[config.mk]
export PLATFORM = sky130hd
export DESIGN_NAME = seg7_scan_decoder
export DESIGN_NICKNAME = d
export VERILOG_FILES = /design/src/rtl/seg7_pkg.sv /design/src/rtl/seg7_pattern_to_bcd.sv /design/src/rtl/seg7_scan_decoder.sv
export SDC_FILE = /design/constraint.sdc
export NUM_CORES = 1
export LEC_CHECK = 0
export CORE_ASPECT_RATIO = 1.5
export CORE_UTILIZATION = 45
export CTS_BUF_LIST = sky130_fd_sc_hd__clkbuf_4 sky130_fd_sc_hd__clkbuf_8
export CTS_CLUSTER_DIAMETER = 50
export DETAILED_ROUTE_END_ITERATION = 10
export GPL_ROUTABILITY_DRIVEN = 1
export PLACE_DENSITY = 0.76
export SLEW_MARGIN = 10
export SYNTH_ARGS = -nofsm -noshare
export SYNTH_HDL_FRONTEND = slang
export SYNTH_SLANG_ARGS = --single-unit
[constraint.sdc]
create_clock -name i_clk -period 2.1 [get_ports i_clk]
set_input_delay 0.315 -clock i_clk [delete_from_list [all_inputs] [get_ports i_clk]]
set_output_delay 0.315 -clock i_clk [all_outputs]
set_load 0.01 [all_outputs]
[src/rtl/seg7_pkg.sv]
// seg7_pkg
// Shared definitions for the 7-segment display path (encoder and scan decoder).
//   SEG_0..SEG_9, SEG_OFF : common-cathode segment patterns, bit 6..0 = a..g
//   BCD_BLANK             : nibble used for a dark digit
//   scan_state_e          : scan decoder FSM states
package seg7_pkg;

    localparam logic [6:0] SEG_0   = 7'b1111110;
    localparam logic [6:0] SEG_1   = 7'b0110000;
    localparam logic [6:0] SEG_2   = 7'b1101101;
    localparam logic [6:0] SEG_3   = 7'b1111001;
    localparam logic [6:0] SEG_4   = 7'b0110011;
    localparam logic [6:0] SEG_5   = 7'b1011011;
    localparam logic [6:0] SEG_6   = 7'b1011111;
    localparam logic [6:0] SEG_7   = 7'b1110000;
    localparam logic [6:0] SEG_8   = 7'b1111111;
    localparam logic [6:0] SEG_9   = 7'b1111011;
    localparam logic [6:0] SEG_OFF = 7'b0000000;

    localparam logic [3:0] BCD_BLANK = 4'hF;

    typedef enum logic [1:0] {
        HUNT   = 2'd0,
        SETTLE = 2'd1,
        CAPTD  = 2'd2
    } scan_state_e;

    // Exactly one digit enable active; 00 is idle and 11 is ghosting.
    function automatic logic isOneHot2(input logic [1:0] dig);
        return dig[1] ^ dig[0];
    endfunction

endpackage

[src/rtl/seg7_pattern_to_bcd.sv]
// seg7_pattern_to_bcd
// Combinational inverse of the BCD->7-segment encoder.
//   i_seg   in  7  segment pattern, bit 6..0 = a..g
//   o_legal out 1  pattern is a digit 0..9 or fully blank
//   o_bcd   out 4  decoded digit, BCD_BLANK for blank or illegal patterns
module seg7_pattern_to_bcd
    import seg7_pkg::*;
(
    input  logic [6:0] i_seg,
    output logic       o_legal,
    output logic [3:0] o_bcd
);

    always_comb begin
        o_legal = 1'b1;
        o_bcd   = BCD_BLANK;
        case (i_seg)
            SEG_0:   o_bcd = 4'd0;
            SEG_1:   o_bcd = 4'd1;
            SEG_2:   o_bcd = 4'd2;
            SEG_3:   o_bcd = 4'd3;
            SEG_4:   o_bcd = 4'd4;
            SEG_5:   o_bcd = 4'd5;
            SEG_6:   o_bcd = 4'd6;
            SEG_7:   o_bcd = 4'd7;
            SEG_8:   o_bcd = 4'd8;
            SEG_9:   o_bcd = 4'd9;
            SEG_OFF: o_bcd = BCD_BLANK;
            default: o_legal = 1'b0;
        endcase
    end

endmodule

[src/rtl/seg7_scan_decoder.sv]
// seg7_scan_decoder
// Monitors a 2-digit multiplexed segment bus, accepts each digit only after it has
// been stable for STABLE_CYC samples, decodes it and commits a tens/units pair once
// both digits have been captured.
//   i_clk   in  1  clock, rising edge
//   i_rst   in  1  asynchronous active-high reset
//   i_seg   in  7  segment bus a..g, active high
//   i_dig   in  2  digit enables, [1]=tens, [0]=units
//   o_tens  out 4  last committed tens digit (BCD_BLANK = blank)
//   o_units out 4  last committed units digit (BCD_BLANK = blank)
//   o_valid out 1  a commit happened within the last TIMEOUT_CYC cycles
//   o_upd   out 1  one-cycle pulse per commit
//   o_err   out 1  one-cycle pulse when a stable illegal pattern is captured
module seg7_scan_decoder
    import seg7_pkg::*;
#(
    parameter int STABLE_CYC  = 4,
    parameter int TIMEOUT_CYC = 1000
) (
    input  logic       i_clk,
    input  logic       i_rst,
    input  logic [6:0] i_seg,
    input  logic [1:0] i_dig,
    output logic [3:0] o_tens,
    output logic [3:0] o_units,
    output logic       o_valid,
    output logic       o_upd,
    output logic       o_err
);

    localparam int CNT_W = $clog2(STABLE_CYC + 1);
    localparam int WD_W  = $clog2(TIMEOUT_CYC + 1);
    localparam logic [CNT_W-1:0] CNT_LAST = CNT_W'(STABLE_CYC - 1);
    localparam logic [CNT_W-1:0] CNT_MAX  = CNT_W'(STABLE_CYC);
    localparam logic [WD_W-1:0]  WD_LAST  = WD_W'(TIMEOUT_CYC - 1);
    localparam logic [WD_W-1:0]  WD_MAX   = WD_W'(TIMEOUT_CYC);

    scan_state_e      r_state;
    scan_state_e      w_nextState;
    logic [8:0]       r_ref;
    logic [CNT_W-1:0] r_cnt;
    logic [WD_W-1:0]  r_wd;
    logic [3:0]       r_slotTens;
    logic [3:0]       r_slotUnits;
    logic             r_flagTens;
    logic             r_flagUnits;
    logic [3:0]       r_tens;
    logic [3:0]       r_units;
    logic             r_valid;
    logic             r_upd;
    logic             r_err;

    logic [8:0]       w_sample;
    logic             w_match;
    logic             w_oneHot;
    logic             w_loadRef;
    logic             w_cntInc;
    logic             w_capture;
    logic             w_commit;
    logic             w_legal;
    logic [3:0]       w_bcd;

    assign w_sample = {i_seg, i_dig};
    assign w_match  = (w_sample == r_ref);
    assign w_oneHot = isOneHot2(i_dig);
    assign w_commit = r_flagTens & r_flagUnits;

    // REF holds the sample being settled, so at capture time its segment field is
    // the pattern to decode and its digit field selects the slot.
    seg7_pattern_to_bcd u_decode (
        .i_seg   (r_ref[8:2]),
        .o_legal (w_legal),
        .o_bcd   (w_bcd)
    );

    always_ff @(posedge i_clk or posedge i_rst) begin
        if (i_rst) r_state <= HUNT;
        else       r_state <= w_nextState;
    end

    // The HUNT sample counts as the first of the STABLE_CYC identical samples, so
    // capture fires on the edge where the counter would reach STABLE_CYC.
    always_comb begin
        w_nextState = r_state;
        w_loadRef   = 1'b0;
        w_cntInc    = 1'b0;
        w_capture   = 1'b0;
        case (r_state)
            HUNT: begin
                if (w_oneHot) begin
                    w_loadRef   = 1'b1;
                    w_nextState = SETTLE;
                end
            end
            SETTLE: begin
                if (w_match) begin
                    w_cntInc = 1'b1;
                    if (r_cnt >= CNT_LAST) begin
                        w_capture   = 1'b1;
                        w_nextState = CAPTD;
                    end
                end else if (w_oneHot) begin
                    w_loadRef = 1'b1;
                end else begin
                    w_nextState = HUNT;
                end
            end
            CAPTD: begin
                if (!w_match) w_nextState = HUNT;
            end
            default: w_nextState = HUNT;
        endcase
    end

    always_ff @(posedge i_clk or posedge i_rst) begin
        if (i_rst) begin
            r_ref <= '0;
            r_cnt <= '0;
        end else if (w_loadRef) begin
            r_ref <= w_sample;
            r_cnt <= CNT_W'(1);
        end else if (w_cntInc && (r_cnt != CNT_MAX)) begin
            r_cnt <= r_cnt + CNT_W'(1);
        end
    end

    // Capture and commit never coincide: capture only leaves SETTLE, and the commit
    // edge always follows the capture edge while the FSM is already in CAPTD.
    always_ff @(posedge i_clk or posedge i_rst) begin
        if (i_rst) begin
            r_slotTens  <= BCD_BLANK;
            r_slotUnits <= BCD_BLANK;
            r_flagTens  <= 1'b0;
            r_flagUnits <= 1'b0;
            r_tens      <= BCD_BLANK;
            r_units     <= BCD_BLANK;
            r_upd       <= 1'b0;
            r_err       <= 1'b0;
        end else begin
            r_upd <= 1'b0;
            r_err <= 1'b0;
            if (w_commit) begin
                r_tens      <= r_slotTens;
                r_units     <= r_slotUnits;
                r_flagTens  <= 1'b0;
                r_flagUnits <= 1'b0;
                r_upd       <= 1'b1;
            end
            if (w_capture) begin
                if (!w_legal) begin
                    r_err <= 1'b1;
                end else if (r_ref[1]) begin
                    r_slotTens <= w_bcd;
                    r_flagTens <= 1'b1;
                end else begin
                    r_slotUnits <= w_bcd;
                    r_flagUnits <= 1'b1;
                end
            end
        end
    end

    // Watchdog saturates at TIMEOUT_CYC; a commit on the expiry edge takes priority.
    always_ff @(posedge i_clk or posedge i_rst) begin
        if (i_rst) begin
            r_wd    <= '0;
            r_valid <= 1'b0;
        end else if (w_commit) begin
            r_wd    <= '0;
            r_valid <= 1'b1;
        end else if (r_wd != WD_MAX) begin
            r_wd <= r_wd + WD_W'(1);
            if (r_wd == WD_LAST) r_valid <= 1'b0;
        end
    end

    assign o_tens  = r_tens;
    assign o_units = r_units;
    assign o_valid = r_valid;
    assign o_upd   = r_upd;
    assign o_err   = r_err;

endmodule

Yosys cells after proc, flatten, opt, wreduce, memory -nomap -nowiden
Index checks and enable logic that the tools add are counted.
{"block": "classes", "add_sub_neg": 2, "order_cmp": 1, "eq_ne": 20, "mux": 34, "n_bitwise": 3, "reduce_logical": 11}
{"cell": "== test 7 bit, second input constant", "count": 8}
{"cell": "case mux 4 bit (10 select lines)", "count": 1}
{"cell": "two-way mux 1 bit", "count": 22}
{"cell": "two-way mux 10 bit", "count": 2}
{"cell": "== test 7 x 6 -> 1 bit, second input constant", "count": 2}
{"cell": "OR reduction 11 bit", "count": 1}
{"cell": "adder 10 x 1 -> 10 bit, second input constant", "count": 1}
{"cell": "== test 10 bit, second input constant", "count": 1}
{"cell": "two-way mux 2 bit", "count": 5}
{"cell": "inequality test 10 bit, second input constant", "count": 1}
{"cell": "== test 9 bit", "count": 1}
{"cell": "inequality test 3 bit, second input constant", "count": 3}
{"cell": "zero test 7 bit", "count": 1}
{"cell": "two-way mux 3 bit", "count": 2}
{"cell": "case mux 2 bit (3 select lines)", "count": 1}
{"cell": "AND reduction 3 bit", "count": 2}
{"cell": "nonzero test 2 bit", "count": 3}
{"cell": "inequality test 2 bit, second input constant", "count": 2}
{"cell": "AND reduction 4 bit", "count": 1}
{"cell": "adder 3 x 1 -> 3 bit, second input constant", "count": 1}
{"cell": "greater-or-equal comparator 3 x 2 -> 1 bit, second input constant", "count": 1}
{"cell": "== test 2 x 1 -> 1 bit, second input constant", "count": 1}
{"cell": "== test 2 bit, second input constant", "count": 1}
{"cell": "zero test 2 bit", "count": 1}
{"cell": "6 further kinds", "count": 6}
{"block": "totals", "register_bits": 45, "inputBits": 11, "out_inout_bits": 11, "elab_cells": 84}

Depth between registers and ports, before layout
{"block": "logic_depth", "depth_word": 6, "depth_mapped": 7, "ltp_nobuf": 7}

Hierarchy
From an unflattened synthesis, not the netlist that was laid out.
{"block": "unflattened", "hier_cells": 216, "hier_area_um2": 2321.0}
{"module": "seg7_scan_decoder", "instances": 1, "cells_per_inst": 183, "area_each_um2": 2094.5, "seq_area_each_um2": 1146.1}
{"module": "seg7_pattern_to_bcd", "instances": 1, "cells_per_inst": 33, "area_each_um2": 226.5, "seq_area_each_um2": 0.0}

Worst setup path after synthesis
OpenSTA, ideal clock, no wires.
{"block": "synth_path", "path_kind": "reg2reg", "start": "register r_ref[8]", "end": "register r_slotUnits[0]", "setup_ps": 82, "arrival_ps": 2162, "t_required_ps": 2018, "path_slack_ps": -144, "stages_incl_launch_ff": 6, "cell_sequence": "dfrtp_1 buf_6 or4_1 or3_4 a2111oi_4 mux2_2"}
{"block": "synth_via", "elab_chain_cells": 4}
{"item": "start: declaration", "line": "seg7_scan_decoder.sv:40", "source": "logic [8:0] r_ref;"}
{"item": "start signal: assignment", "line": "seg7_scan_decoder.sv:120", "source": "r_ref <= w_sample;"}
{"item": "== test 7 bit, or another cell as far along", "line": "seg7_pattern_to_bcd.sv:17", "source": "case (i_seg)"}
{"item": "OR reduction 11 bit (no source line) or two-way mux 1 bit (tied branches)"}
{"item": "two-way mux 1 bit, on equally long branches", "line": "seg7_pattern_to_bcd.sv:17, seg7_scan_decoder.sv:88"}
{"item": "AND reduction 3 bit (no source line)"}
{"item": "end signal: assignment", "line": "seg7_scan_decoder.sv:156", "source": "r_slotUnits <= w_bcd;"}
{"item": "end: declaration", "line": "seg7_scan_decoder.sv:44", "source": "logic [3:0] r_slotUnits;"}
Parallel ways exist; a longest one is shown, timed or not.
A chain may end at the register's enable or synchronous reset.

Worst setup path after layout
{"block": "layout_path", "start": "register r_ref[8]", "end": "register r_slotUnits[2]"}
Same word-level chain as after synthesis.

==> flow_summary.ini <==
[worst_hold_path]
min_path_type = input pin to flop
hold_depth = 2

[global_routing]
grtUsageTotal = 0.1886
grt_pass1_wl_um = 7445
grt_max_degree = 46
antenna_found_initial = 0
grt_pass1_vias = 1683
grt-ovfl-total = 0

[power_and_ir_drop]
p_leak_uw = 0.001359
powerDensity_nw_per_um2 = 718.8
ir_worst_vdd_v = 0.0004624

[synthesis]
synthDistinctLibCells = 40
synth_edf_count = 0
synth_ff_type = dfrtp_1
syn_area_per_cell_um2 = 10.49
ys_seq_elements = 45
synth_top_area_share = 0.3219
synth_area_leaders = dfrtp_1 32%, dfstp_2 19%, mux2_2 8.0%, nand2_1 6.7%, xnor2_1 5.4%
ys_async_sr_fraction = 1.000
synth.largest_area_cell = dfrtp_1
synth_cells = 215
synth_nets = 231
syn-cell-area_um2 = 2255
synth_seq_area_share = 0.5083
synth-warning-count = 0

[route]
remaining_drc_errors = 0
wire_per_inst_um = 12.85
ant_nets = 0
vias_per_cell = 5.021
finalWirelength_um = 4357
num_vias = 1702
first_iter_violations = 30
firstDrtPassIters = 4

[final_layout]
fillerInstances = 408
final_cell_mix = 40 x nand2_1, 34 x buf_4, 25 x dfrtp_1
nets = 288
drive_gt1_frac = 0.3407
mostFrequentLayoutCell = nand2_1
postLayoutCellArea_um2 = 3008
n_antenna_cell = 0
synthToLayoutAreaGrowth_pct = 33.41

[timing]
maxSlewViolCount = 0
min_period_over_period = 1.031
fmax_mhz = 462.0
clock_skew_ns = 0.006638
relSlewSlack = 0.5508
finalSetupTns_ns = -0.2344
setup_slack_ns = -0.06463
rsz0062_at_grt = yes
worstMarginPinSlew_ns = 0.6676
fin_crit_ns = 2.165
hold_violations = 0
finalSetupViolations = 4

[run_status]
status = finished with violations
violations = negative setup slack

[placement]
hpwl_um = 3255
gp_congestion = 0.7880
io_buffer_count = 21
placed_area_um2 = 2786
pre_cts_slack_ns = -0.3501

[clocking]
cts_max_path_buffers = 2
cts.sinks = 45
clk_pin_slew_ns = 0.08
postCtsHoldBufs = 0
htree_levels = 2
clk_latency_ns = 0.29
cts_tree = done
cts_buffers = 5
cts_root_buf = clkbuf_8

[worst_setup_path]
rrSetupSlack_ns = -0.06
critical_path_arrival_ns = 2.38
start_kind = flop
setup.worst_path.start = r_ref[8]$_DFFE_PP0P_
r2r_start = r_ref[8]$_DFFE_PP0P_
r2r_cells = 5
crit_required_ns = 2.32
critPathKind = flop to flop
critical_path.endpoint = r_slotUnits[2]$_DFFE_PP1P_
r2r_end = r_slotUnits[2]$_DFFE_PP1P_
path_max_fanout = 5
cp-end-kind = flop

[floorplanning]
die-area_um2 = 5303
io_pins = 22
coreArea_um2 = 4810
die_w_um = 59.80
row_count = 31
start_util = 0.4688
die_y_um = 88.69

[job]
maxCapViolations = 0
synth_stat cells (all sizes together) (2+ instances only):
master,n
nand2,40
dfrtp,29
nor2,18
dfstp,16
mux2,16
xnor2,14
inv,11
ha,5
nand3,5
o21ai,5
xor2,5
buf,4
mux2i,4
a21oi,3
clkbuf,3
nand2b,3
nand4,3
nor4,3
o211ai,3
o41ai,3
a2111oi,2
a21o,2
and3,2
nand3b,2
or2,2
or3,2
worst min-delay path by stage:
stage                                        to                       from  slack (ns)
final                      r_ref[1]$_DFFE_PP0P_                   i_dig[0]        0.34
after global routing       r_flagTens$_DFF_PP0_                      i_rst        0.37
after CTS                  r_ref[8]$_DFFE_PP0P_                      i_rst        0.37
after detailed placement  o_tens[1]$_DFFE_PP1P_  r_slotTens[1]$_DFFE_PP1P_        0.45
after global placement    o_tens[0]$_DFFE_PP1P_  r_slotTens[0]$_DFFE_PP1P_        0.44
after floorplan            r_ref[1]$_DFFE_PP0P_                   i_dig[0]        0.43
where the power goes:
part / total, uW / leakage, uW / internal [uW] / switching [uW]
logic: 465 / 0.000782 / 254 / 211
clock network: 645 / 0.0000586 / 366 / 279
registers: 1050 / 0.000519 / 952 / 101
total: 2160 / 0.00136 / 1570 / 591
registers in the layout, summed over array words and instances, names as in the netlist:
| signal | cells |
|---|---|
| r_slotTens | 4 |
| o_upd | 1 |
| r_wd | 10 |
| o_err | 1 |
| r_cnt | 3 |
| r_ref | 9 |
| r_state | 2 |
| r_flagTens | 1 |
| r_slotUnits | 4 |
| o_valid | 1 |
| o_units | 4 |
| r_flagUnits | 1 |
| o_tens | 4 |
critical path, stage by stage, from the launching register on:
cell and delay, ns:
dfrtp_1 0.42, or4_1 0.52, or3_4 0.36, a2111oi_4 0.29, buf_4 0.20, mux2_4 0.30
timing repair:
| item | 4_1_cts | 5_1_grt |
|---|---|---|
| hold endpoints to repair | 0 | 0 |
| endpoints found under the setup margin | 8 | 16 |
| setup buffers | 5 | 3 |
| gates resized for setup | 4 | 7 |
| pin swaps | 2 | 9 |
stage by stage:
| step | std cells | hold slack [ns] | utilization | power [uW] |
|---|---|---|---|---|
| after global routing | 339 | 0.3732 | 0.6254 | 2278 |
| final | 339 | 0.3439 | 0.6254 | 2162 |
| after CTS | 336 | 0.3662 | 0.6121 | 2145 |
| after detailed placement | 323 | 0.4465 | 0.5793 | 1490 |
| after global placement | 323 | 0.4411 | 0.5793 | 1465 |
| after floorplan | 215 | 0.4260 | - | 1315 |
cells by family (layout without fill, tap and decap cells):
kind of cell               Yosys count  after routing  share of synthesized area
xor gates and xnor gates            19             19                    0.07381
AOI/OAI and AO/OA                   22             22                    0.08046
buffers and inverters               19             77                    0.03774
adders and majority gates            5              5                    0.02775
muxes                               20             20                    0.09767
DFF                                 45             45                     0.5083
and+or+nand+nor                     85             85                     0.1742
layer usage:
| metal | part of all wire | vias to the layer above | GRT usage |
|---|---|---|---|
| met5 | 0 | - | 0 |
| met4 | 0.020 | 0 | 0.05497 |
| met3 | 0.024 | 10 | 0.03947 |
| met2 | 0.57 | 35 | 0.3535 |
| met1 | 0.39 | 814 | 0.2080 |
| li1 | - | 843 | - |
final cells by class:
cell class,count,area [um2],area share
flip-flops and latches,45,1151,0.3827
multi-input cells,151,1119,0.3719
repair buffers,57,499.2,0.1660
well taps,66,82.58,0.02745
clock buffers,6,76.32,0.02537
inverters,12,45.04,0.01498
clock inverters,2,35.03,0.01165
Power figures use the tool's default switching activity.
